--- src/rtl/cursor_nav.sv ---
// Grid cursor driven by move-request edges, with an 8-cycle scan that counts
// bombs in the cells surrounding the cursor.
module cursor_nav #(
   parameter int GRID_SIZE = 9,
   parameter int CW        = 4
) (
   input  logic                           clock,
   input  logic                           reset,
   input  logic                           move,
   input  logic [1:0]                     dir,
   input  logic [GRID_SIZE*GRID_SIZE-1:0] bombGrid,
   output logic [GRID_SIZE*GRID_SIZE-1:0] cursorGrid,
   output logic [CW-1:0]                  curRow,
   output logic [CW-1:0]                  curCol,
   output logic [3:0]                     adjCount,
   output logic                           adjValid
);
   localparam int            CELLS = GRID_SIZE * GRID_SIZE;
   localparam int            IW    = $clog2(CELLS);
   localparam logic [CW-1:0] LAST  = CW'(GRID_SIZE - 1);

   typedef enum logic [1:0] {IDLE = 2'b00, SCAN = 2'b01, DONE = 2'b10} state_t;
   typedef enum logic [1:0] {RIGHT = 2'b00, UP = 2'b01, LEFT = 2'b10, DOWN = 2'b11} dir_t;

   state_t           state, state_next;
   logic             move_q;
   logic [2:0]       k, k_next;
   logic [3:0]       acc, acc_next;
   logic [3:0]       count_next;
   logic             valid_next;
   logic [CW-1:0]    row_tgt, col_tgt;
   logic             step_ok;
   logic [CELLS-1:0] grid_next;
   logic             nbr_bit;
   logic [IW-1:0]    nbr_idx;
   int               dr, dc, nr, nc;

   // A step is an accepted move edge that stays inside the grid.
   // NOTE: every signal written in always_comb gets a default first, so no path can infer a latch.
   always_comb begin
      row_tgt = curRow;
      col_tgt = curCol;
      step_ok = 1'b0;
      if (move && !move_q) begin
         case (dir_t'(dir))
            RIGHT: if (curCol != LAST) begin col_tgt = curCol + CW'(1); step_ok = 1'b1; end
            UP:    if (curRow != '0)   begin row_tgt = curRow - CW'(1); step_ok = 1'b1; end
            LEFT:  if (curCol != '0)   begin col_tgt = curCol - CW'(1); step_ok = 1'b1; end
            DOWN:  if (curRow != LAST) begin row_tgt = curRow + CW'(1); step_ok = 1'b1; end
            default: ;
         endcase
      end
      grid_next = CELLS'(1) << (int'(row_tgt) * GRID_SIZE + int'(col_tgt));
   end

   always_comb begin
      dr = 0;
      dc = 0;
      case (k)
         3'd0: begin dr = -1; dc = -1; end
         3'd1: begin dr = -1; dc =  0; end
         3'd2: begin dr = -1; dc =  1; end
         3'd3: begin dr =  0; dc = -1; end
         3'd4: begin dr =  0; dc =  1; end
         3'd5: begin dr =  1; dc = -1; end
         3'd6: begin dr =  1; dc =  0; end
         default: begin dr = 1; dc = 1; end
      endcase
      nr      = int'(curRow) + dr;
      nc      = int'(curCol) + dc;
      nbr_idx = '0;
      nbr_bit = 1'b0;
      if (nr >= 0 && nr < GRID_SIZE && nc >= 0 && nc < GRID_SIZE) begin
         nbr_idx = IW'(nr * GRID_SIZE + nc);
         nbr_bit = bombGrid[nbr_idx];
      end
   end

   always_comb begin
      state_next = state;
      k_next     = k;
      acc_next   = acc;
      count_next = adjCount;
      valid_next = adjValid;
      if (step_ok || state == IDLE) begin
         state_next = SCAN;
         k_next     = '0;
         acc_next   = '0;
         valid_next = 1'b0;
      end else begin
         case (state)
            SCAN: begin
               acc_next = acc + {3'b000, nbr_bit};
               k_next   = k + 3'd1;
               if (k == 3'd7) begin
                  count_next = acc_next;
                  valid_next = 1'b1;
                  state_next = DONE;
               end
            end
            DONE:    ;
            default: state_next = IDLE;
         endcase
      end
   end

   // NOTE: state registers use non-blocking assignments so every flop samples pre-edge values.
   always_ff @(posedge clock) begin
      if (reset) begin
         state      <= IDLE;
         move_q     <= 1'b1;
         k          <= '0;
         acc        <= '0;
         curRow     <= '0;
         curCol     <= '0;
         cursorGrid <= CELLS'(1);
         adjCount   <= '0;
         adjValid   <= 1'b0;
      end else begin
         state      <= state_next;
         move_q     <= move;
         k          <= k_next;
         acc        <= acc_next;
         curRow     <= row_tgt;
         curCol     <= col_tgt;
         cursorGrid <= grid_next;
         adjCount   <= count_next;
         adjValid   <= valid_next;
      end
   end
endmodule

--- config.mk ---
export PLATFORM = sky130hd
export DESIGN_NAME = cursor_nav
export DESIGN_NICKNAME = d
export VERILOG_FILES = /design/src/rtl/cursor_nav.sv
export SDC_FILE = /design/constraint.sdc
export NUM_CORES = 1
export LEC_CHECK = 0
export ABC_AREA = 1
export CAP_MARGIN = 20
export CORE_ASPECT_RATIO = 1.4
export CORE_UTILIZATION = 44
export CTS_CLUSTER_DIAMETER = 100
export DETAILED_ROUTE_END_ITERATION = 10
export PLACE_DENSITY_LB_ADDON = 0.12
export SKIP_CTS_REPAIR_TIMING = 1
export SYNTH_ARGS = -nofsm -noshare
export SYNTH_HDL_FRONTEND = slang
export SYNTH_SLANG_ARGS = --single-unit
--- constraint.sdc ---
create_clock -name clock -period 5.27 [get_ports clock]
set_input_delay 1.3175 -clock clock [delete_from_list [all_inputs] [get_ports clock]]
set_output_delay 1.3175 -clock clock [all_outputs]
set_load 0.05 [all_outputs]
==> results of run 1 <==
## registers in the layout, indices dropped and copies added, names as in the netlist
name / cells
acc: 4
state: 2
k: 3
move_q: 1
curRow: 4
cursorGrid: 81
curCol: 4
adjValid: 1
adjCount: 4
## worst max-delay path, delay by kind of cell (launching register included)
family | cells | cell delay [ns]
buffers and inverters | 7 | 0.61
xor gates and xnor gates | 2 | 0.37
adders and majority gates | 8 | 2.17
and+or+nand+nor | 10 | 0.87
DFF | 1 | 0.40
AOI/OAI and AO/OA | 4 | 0.57
## cell usage in the layout, fill, tap and decap left out, drive strengths merged, types with 6 or more instances in the layout
master         instances
a21oi                 36
xor2                   9
or2                    9
fa                     6
nand2                212
clkbuf                 9
nand3                 94
inv                   97
o21ai                 27
nand4                  9
nor2                 177
clkdlybuf4s50        179
ha                    67
buf                   28
dfxtp                104
## metrics by stage
stage	total power [mW]	cell area [um^2]	util	setup TNS (ns)	hold WS, ns
2_1_floorplan	1.56	6340	-	0	0.453
3_3_place_gp	1.84	8430	0.603	0	0.461
3_5_place_dp	1.85	8430	0.603	-0.284	0.468
4_1_cts	2.50	8720	0.624	-0.319	0.478
5_1_grt	2.74	8980	0.643	-0.360	0.503
6_report	2.54	8980	0.643	0	0.471
## cells in the mapped netlist
cell	instances	area, um^2
o21ai_2	1	8.76
buf_2	13	65.1
and2_1	3	18.8
nor2_1	163	612
o21bai_1	2	15.0
o21ai_0	24	120
a21oi_1	29	145
nand2_4	1	11.3
inv_2	6	22.5
mux2i_1	1	10.0
nand2_2	4	25.0
inv_1	87	327
or2_2	8	50.1
buf_6	3	33.8
a21boi_0	1	7.51
clkinv_1	2	7.51
or2_1	1	6.26
a31oi_1	1	6.26
nand3_2	4	40.0
nand3_4	2	35.0
a21o_1	2	15.0
a22oi_1	2	15.0
o21ai_1	2	10.0
nand2_1	207	777
fa_1	6	120
xnor2_1	5	43.8
nand3b_1	3	22.5
nor3_1	3	15.0
xor2_1	9	78.8
ha_1	67	838
nand4_1	9	56.3
a21oi_2	7	61.3
nand3_1	88	440
nor2_2	13	81.3
dfxtp_1	104	2080
a211oi_1	2	15.0
nor3b_1	1	7.51
o211ai_1	2	15.0
clkbuf_1	9	33.8
nor2_4	1	11.3
## routing by layer
layer | GRT usage | up-vias
met5 | 0 | -
met4 | 0.0689 | 0
met3 | 0.0574 | 20
met2 | 0.455 | 138
met1 | 0.254 | 2834
li1 | - | 3245
## worst min path at each step
stage / from / endpoint / slack, ns / depth (start not counted)
after detailed placement: adjCount[0] / adjCount[0] / 0.47 / 2
after CTS: adjCount[0] / adjCount[0] / 0.48 / 2
after floorplan: acc[0] / acc[0] / 0.45 / 2
after global routing: adjCount[3] / adjCount[3] / 0.50 / 2
after global placement: adjCount[0] / adjCount[0] / 0.46 / 2
final: adjCount[0] / adjCount[0] / 0.47 / 2
## report_power, final
part / internal, mW / total (mW) / switching (mW) / leakage [nW]
sequential: 0.792 / 0.798 / 0.00622 / 0.841
clock: 0.335 / 0.647 / 0.312 / 0.143
combinational: 0.478 / 1.09 / 0.614 / 2.80
## final cells by class
type,count,area (um^2),share of cell area
clock inverter,7,72.6,0.00808
inverter,95,362,0.0403
sequential,104,2090,0.233
timing repair buffer,207,2020,0.225
tap,185,231,0.0258
clock buffer,9,225,0.0251
multi-input combinational,674,3980,0.443
## logic make-up (layout without fill, tap and decap cells)
kind of cell	Yosys count	count (layout)
buffers and inverters	120	318
AOI/OAI and AO/OA	75	75
muxes	1	1
adders and majority gates	73	73
and+or+nand+nor	511	511
DFF	104	104
xor gates and xnor gates	14	14
==> summary.md, run 1 <==
| Metric | Value |
|---|---|
| Status | completed |
| Area grow syn2layout | 42.4% |
| Largest family of logic cells by synthesized area | simple AND/OR/NAND/NOR gates |
| Complex-gate fraction of the synthesized area | 0.0688 |
| Peak VDD IR | roughly 280 uV |
| Total GRT Usage | 0.239 |
| Synthesized area | 6310 um^2 |
| Num CTS Buffers | 9 |
| Clock sinks | around 100 |
| Root Buffer | clkbuf_16 |
| Layout Cells excl Fill | around 1300 |
| CP max stage cell | fa_1 |
| Gpl congestion | ~0.87 |
| Post-synth cell types | 40 |
| # IOs | 180 |
| Initial DRC Count | 210 |
| Share of cells above drive strength 1 | 0.133 |
| CP startpoint kind | flop |
| Top Metal Used | met4 |
| Antenna violations before repair | 0 |
| Hold Crit Class | reg -> reg |
| Post-Synth Simple-Gate Area | 0.350 |
| Reg2reg path depth | 31 |
| Number of diodes | 0 |
| Clock Path Buffers | 2 |
| P_leak | ~3.8 nW |
| Critical path type | reg -> reg |
| Vias/cell | between 4 and 5 |
| Pwr Density | about 280 nW/um^2 |
| Largest net degree at the start of global routing | between 40 and 50 |
| #FFs+latches synth | around 100 |
| Vias in the first global route | between 6000 and 7000 |
| Avg Cell Area, Syn | ~7 um^2 |
| Reg-to-Reg Start | k[0] |
| Launch point of the worst path | k[0] |
| Fill count | approximately 1300 |
| Post-detail-place hpwl | approximately 14000 um |
| Fin. max-slew vios | 0 |
| Hold Fails Final Rpt | 0 |
| Part of the Yosys area used for sequential elements | 0.330 |
| Row count | 51 |
| TritonCTS clock tree | yes |
| Die area | around 15000 um^2 |
| DIE HEIGHT | 144 um |
| Setup ws final | 0.206 ns |
| Clock latency on the worst-skew pair | 0.34 ns |
| CP required | about 5.5 ns |
| Yosys warnings | 0 |
| Crit path capture | adjCount[3] |
| Total congestion overflow | 0 |
| Via count of the routed design | 6237 |
| Setup Viol. Count Final | 0 |
| Period utilization | 0.961 |
| Max-cap viol count | 0 |
| Post-Synthesis Net Count | about 1100 |
| Clock Pin Slew Worst Setup and Hold Paths | about 0.07 ns |
| IO buf count | between 150 and 200 |
| WL final | 17500 um |
| Placed Cells | approximately 1300 |
| Die W | 103 um |
| Layout Skew | just under 0.008 ns |
| WP data arrival | ~5.3 ns |
| Drt drc | 0 |
| H-tree levels | 3 |
| Crit path top cell by count | ha_1 |
| Synth Area in XOR/XNOR | 0.0194 |
| Worst Max-Slew Pin Slew | between 0.6 and 0.7 ns |
| Fin crit period | about 5 ns |
| Routed length on met3 | 1140 um |
| Starting Density | 0.451 |
| Crit path max fanout | 6 |
| Met2 wire len | slightly above 9000 um |
| R2R Setup Slk | 0.21 ns |
| Mux cell area share after synthesis | 0.00159 |
| Core area | around 14000 um^2 |
| Net count, final | 1250 |
| Wire per inst | about 14 um |
| First-pass GRT wire length | ~28000 um |
| Dpl ws | -0.145 ns |
| Max Fclk | between 150 and 200 MHz |
| Gate Count Post-Synth | 898 |
| Synth Area in Adders | 0.152 |
| Setup crit end kind | flop |
| M1 WL | around 6800 um |
| Post-route ant nets | 0 |
| RR Endpoint | adjCount[3] |
| Slew headroom | 0.588 |
| Drt first pass iters | 4 |
| Slowest stage delay, CP | about 0.54 ns |
No activity file was read; power rests on OpenSTA's default activity.
==> run 2, diff against run 1 <==
Settings changed: CELL_PAD_IN_SITES_DETAIL_PLACEMENT from default to 1, CELL_PAD_IN_SITES_GLOBAL_PLACEMENT from default to 1, CORE_UTILIZATION 44 to 31.
==> run 2 against run 1 <==
  * Via count rose by 3.1%
  * Total power increased by 5.1%
  * Critical path depth is 1 higher
  * Die area grew 41%
  * Highest routed layer unchanged
  * Flip-flop and latch count did not move
  * Maximum frequency down 0.26%
  * Routed wire length grew 19%
  * Sequential share of layout area decreased by 0.86 points
  * Sequential power about the same
  * Cell count grew 7.1%
  * First-iteration DRC count is 18% lower
  * Clock power up 7.4%
==> summary.md, run 2 (synthesized netlist as in run 1, its figures left out) <==
| Metric | Value |
|---|---|
| Clock latency on the worst-skew pair | 0.34 ns (about the same) |
| Period utilization | 0.963 (+0.00250) |
| CP max stage cell | fa_1 |
| Met2 wire len | 11000 um (+19%) |
| Vias in the first global route | 6786 (+12%) |
| Most common cell after layout, fill and taps aside | nand2_1 |
| Post-route ant nets | 0 (unchanged) |
| Fin crit period | 5.08 ns (+0.0132 ns) |
| Hold Crit Class | reg -> reg |
| Critical path type | reg -> reg |
| Antenna violations before repair | 0 (unchanged) |
| Number of diodes | 0 (unchanged) |
| Reg area | 2090 um^2 (about the same) |
| Largest net degree at the start of global routing | 45 (unchanged) |
| Clock Path Buffers | 2 (unchanged) |
| Multi-input gate area | 4010 um^2 (+0.75%) |
| Drt first pass iters | 4 (unchanged) |
| Setup crit end kind | flop |
| DIE HEIGHT | 171 um (+19%) |
| TNS Setup | 0 ns (unchanged) |
| Row count | 61 (+20%) |
| Num CTS Buffers | 9 (unchanged) |
| Starting Density | 0.317 (-0.135) |
| # IOs | 180 (unchanged) |
| Clock Pin Slew Worst Setup and Hold Paths | 0.07 ns (about the same) |
| Hold WS | 0.481 ns (+0.00949 ns) |
| Total GRT Usage | 0.202 (-0.0367) |
| Drt drc | 0 (unchanged) |
| Routed length on met3 | 1280 um (+12%) |
| TritonCTS clock tree | yes |
| RSZ-0062 raised after global routing | true |
| Dpl ws | -0.242 ns (-0.0974 ns) |
| Max FFs per register | 81 (unchanged) |
| Top Metal Used | met4 |
| Clock sinks | 104 (unchanged) |
| Comb power frac | 0.441 (+0.011) |
| Via count of the routed design | 6428 (+3.1%) |
| Initial DRC Count | 173 (-18%) |
| Cell internal pwr | 1.68 mW (+4.8%) |
| Post-Route Utilization | 0.468 (-0.175) |
| Max-cap viol count | 0 (unchanged) |
| Total congestion overflow | 0 (unchanged) |
| Placed Cells | 1349 (+7.0%) |
| Biggest register | cursorGrid |
| Setup Viol. Count Final | 0 (unchanged) |
| Wire per inst | 15.2 um (+12%) |
| Max Fclk | 197 MHz (-0.26%) |
| WL final | 20900 um (+19%) |
| Core area | 19900 um^2 (+43%) |
| Vias/cell | 4.69 (-3.8%) |
| M1 WL | 8220 um (+21%) |
| P_leak | 3.92 nW (+3.8%) |
| Gpl congestion | 0.801 (-8.0%) |
| First-pass GRT wire length | 33300 um (+20%) |
| Sw Ratio | 0.369 (+0.00192) |
| Setup ws final | 0.193 ns (-0.0132 ns) |
| Net count, final | 1274 (+1.9%) |
| Layout Cells excl Fill | 1372 (+7.1%) |
| Status | completed |
| Share of total power in sequential cells | 0.299 (-0.016) |
| Post-detail-place hpwl | 16400 um (+21%) |
| Slowest stage delay, CP | 0.53 ns (about the same) |
| H-tree levels | 3 (unchanged) |
| Crit path max fanout | 4 (-2) |
| Share of cells above drive strength 1 | 0.150 (+0.0168) |
| CP required | 5.53 ns (about the same) |
| Worst Max-Slew Pin Slew | 0.665 ns (+0.0491 ns) |
| Hold Fails Final Rpt | 0 (unchanged) |
| WP data arrival | 5.34 ns (+0.02 ns) |
| Net switching power | 985 uW (+5.7%) |
| Fin. max-slew vios | 0 (unchanged) |
| Peak VDD IR | 216 uV (-23%) |
| IO buf count | 179 (unchanged) |
| Die area | 20900 um^2 (+41%) |
| Part of the power in the clock network | 0.260 (+0.005) |
| Die W | 123 um (+19%) |
| Layout Skew | 0.00794 ns (+0.0000251 ns) |
| Area grow syn2layout | 47.8% |
| Root Buffer | clkbuf_16 |
| Fill count | 2460 (+94%) |
| Most frequent cells in the layout | nand2_1, clkdlybuf4s50_1, nor2_1 |
| CP startpoint kind | flop |
| Pwr Density | 286 nW/um^2 (+1.3%) |
| Slew headroom | 0.556 (-0.0321) |
==> run 2: power groups by stage <==
stage | Combinational, mW | Clock (mW) | Sequential, mW
2_1_floorplan | 0.718 | 0 | 0.838
3_3_place_gp | 1.12 | 0 | 0.816
3_5_place_dp | 1.13 | 0 | 0.816
4_1_cts | 1.14 | 0.719 | 0.797
5_1_grt | 1.33 | 0.746 | 0.798
6_report | 1.18 | 0.695 | 0.797
==> run 2: final timing paths <==
| path | cells after the start | slack (ns) | end | from |
|---|---|---|---|---|
| worst max-delay path | 32 | 0.19 | adjCount[3] | k[1] |
| worst min-delay path | 2 | 0.48 | adjCount[0] | adjCount[0] |
| worst max register to register | 32 | 0.19 | adjCount[3] | k[1] |
| worst min register to register | 2 | 0.48 | adjCount[0] | adjCount[0] |
==> run 2: worst max-delay path: cells and delay by family (launching register included) <==
kind	cells	cell delay (ns)
buf+inv	7	0.36
compound gates	3	0.44
fa+ha+maj	9	2.46
xor+xnor	2	0.37
simple gates	11	0.99
flops	1	0.37
==> run 2: per-layer routing <==
layer | vias to the layer above | GRT usage
met3 | 18 | 0.0483
met1 | 2995 | 0.211
met2 | 132 | 0.391
li1 | 3283 | -
met4 | 0 | 0.0573
met5 | - | 0
==> run 2: stage by stage <==
step                      instance area [um^2]  power [mW]
final                                     9320        2.67
after global placement                    8690        1.93
after detailed placement                  8690        1.94
after global routing                      9320        2.88
after CTS                                 9010        2.65
after floorplan                           6340        1.56
==> run 2: area by class of cell <==
cell class                 count  share of cell area
tap                          252              0.0338
sequential                   104               0.224
multi-input combinational    674               0.430
clock buffer                   9              0.0242
timing repair buffer         231               0.239
clock inverter                 7             0.00967
inverter                      95              0.0391
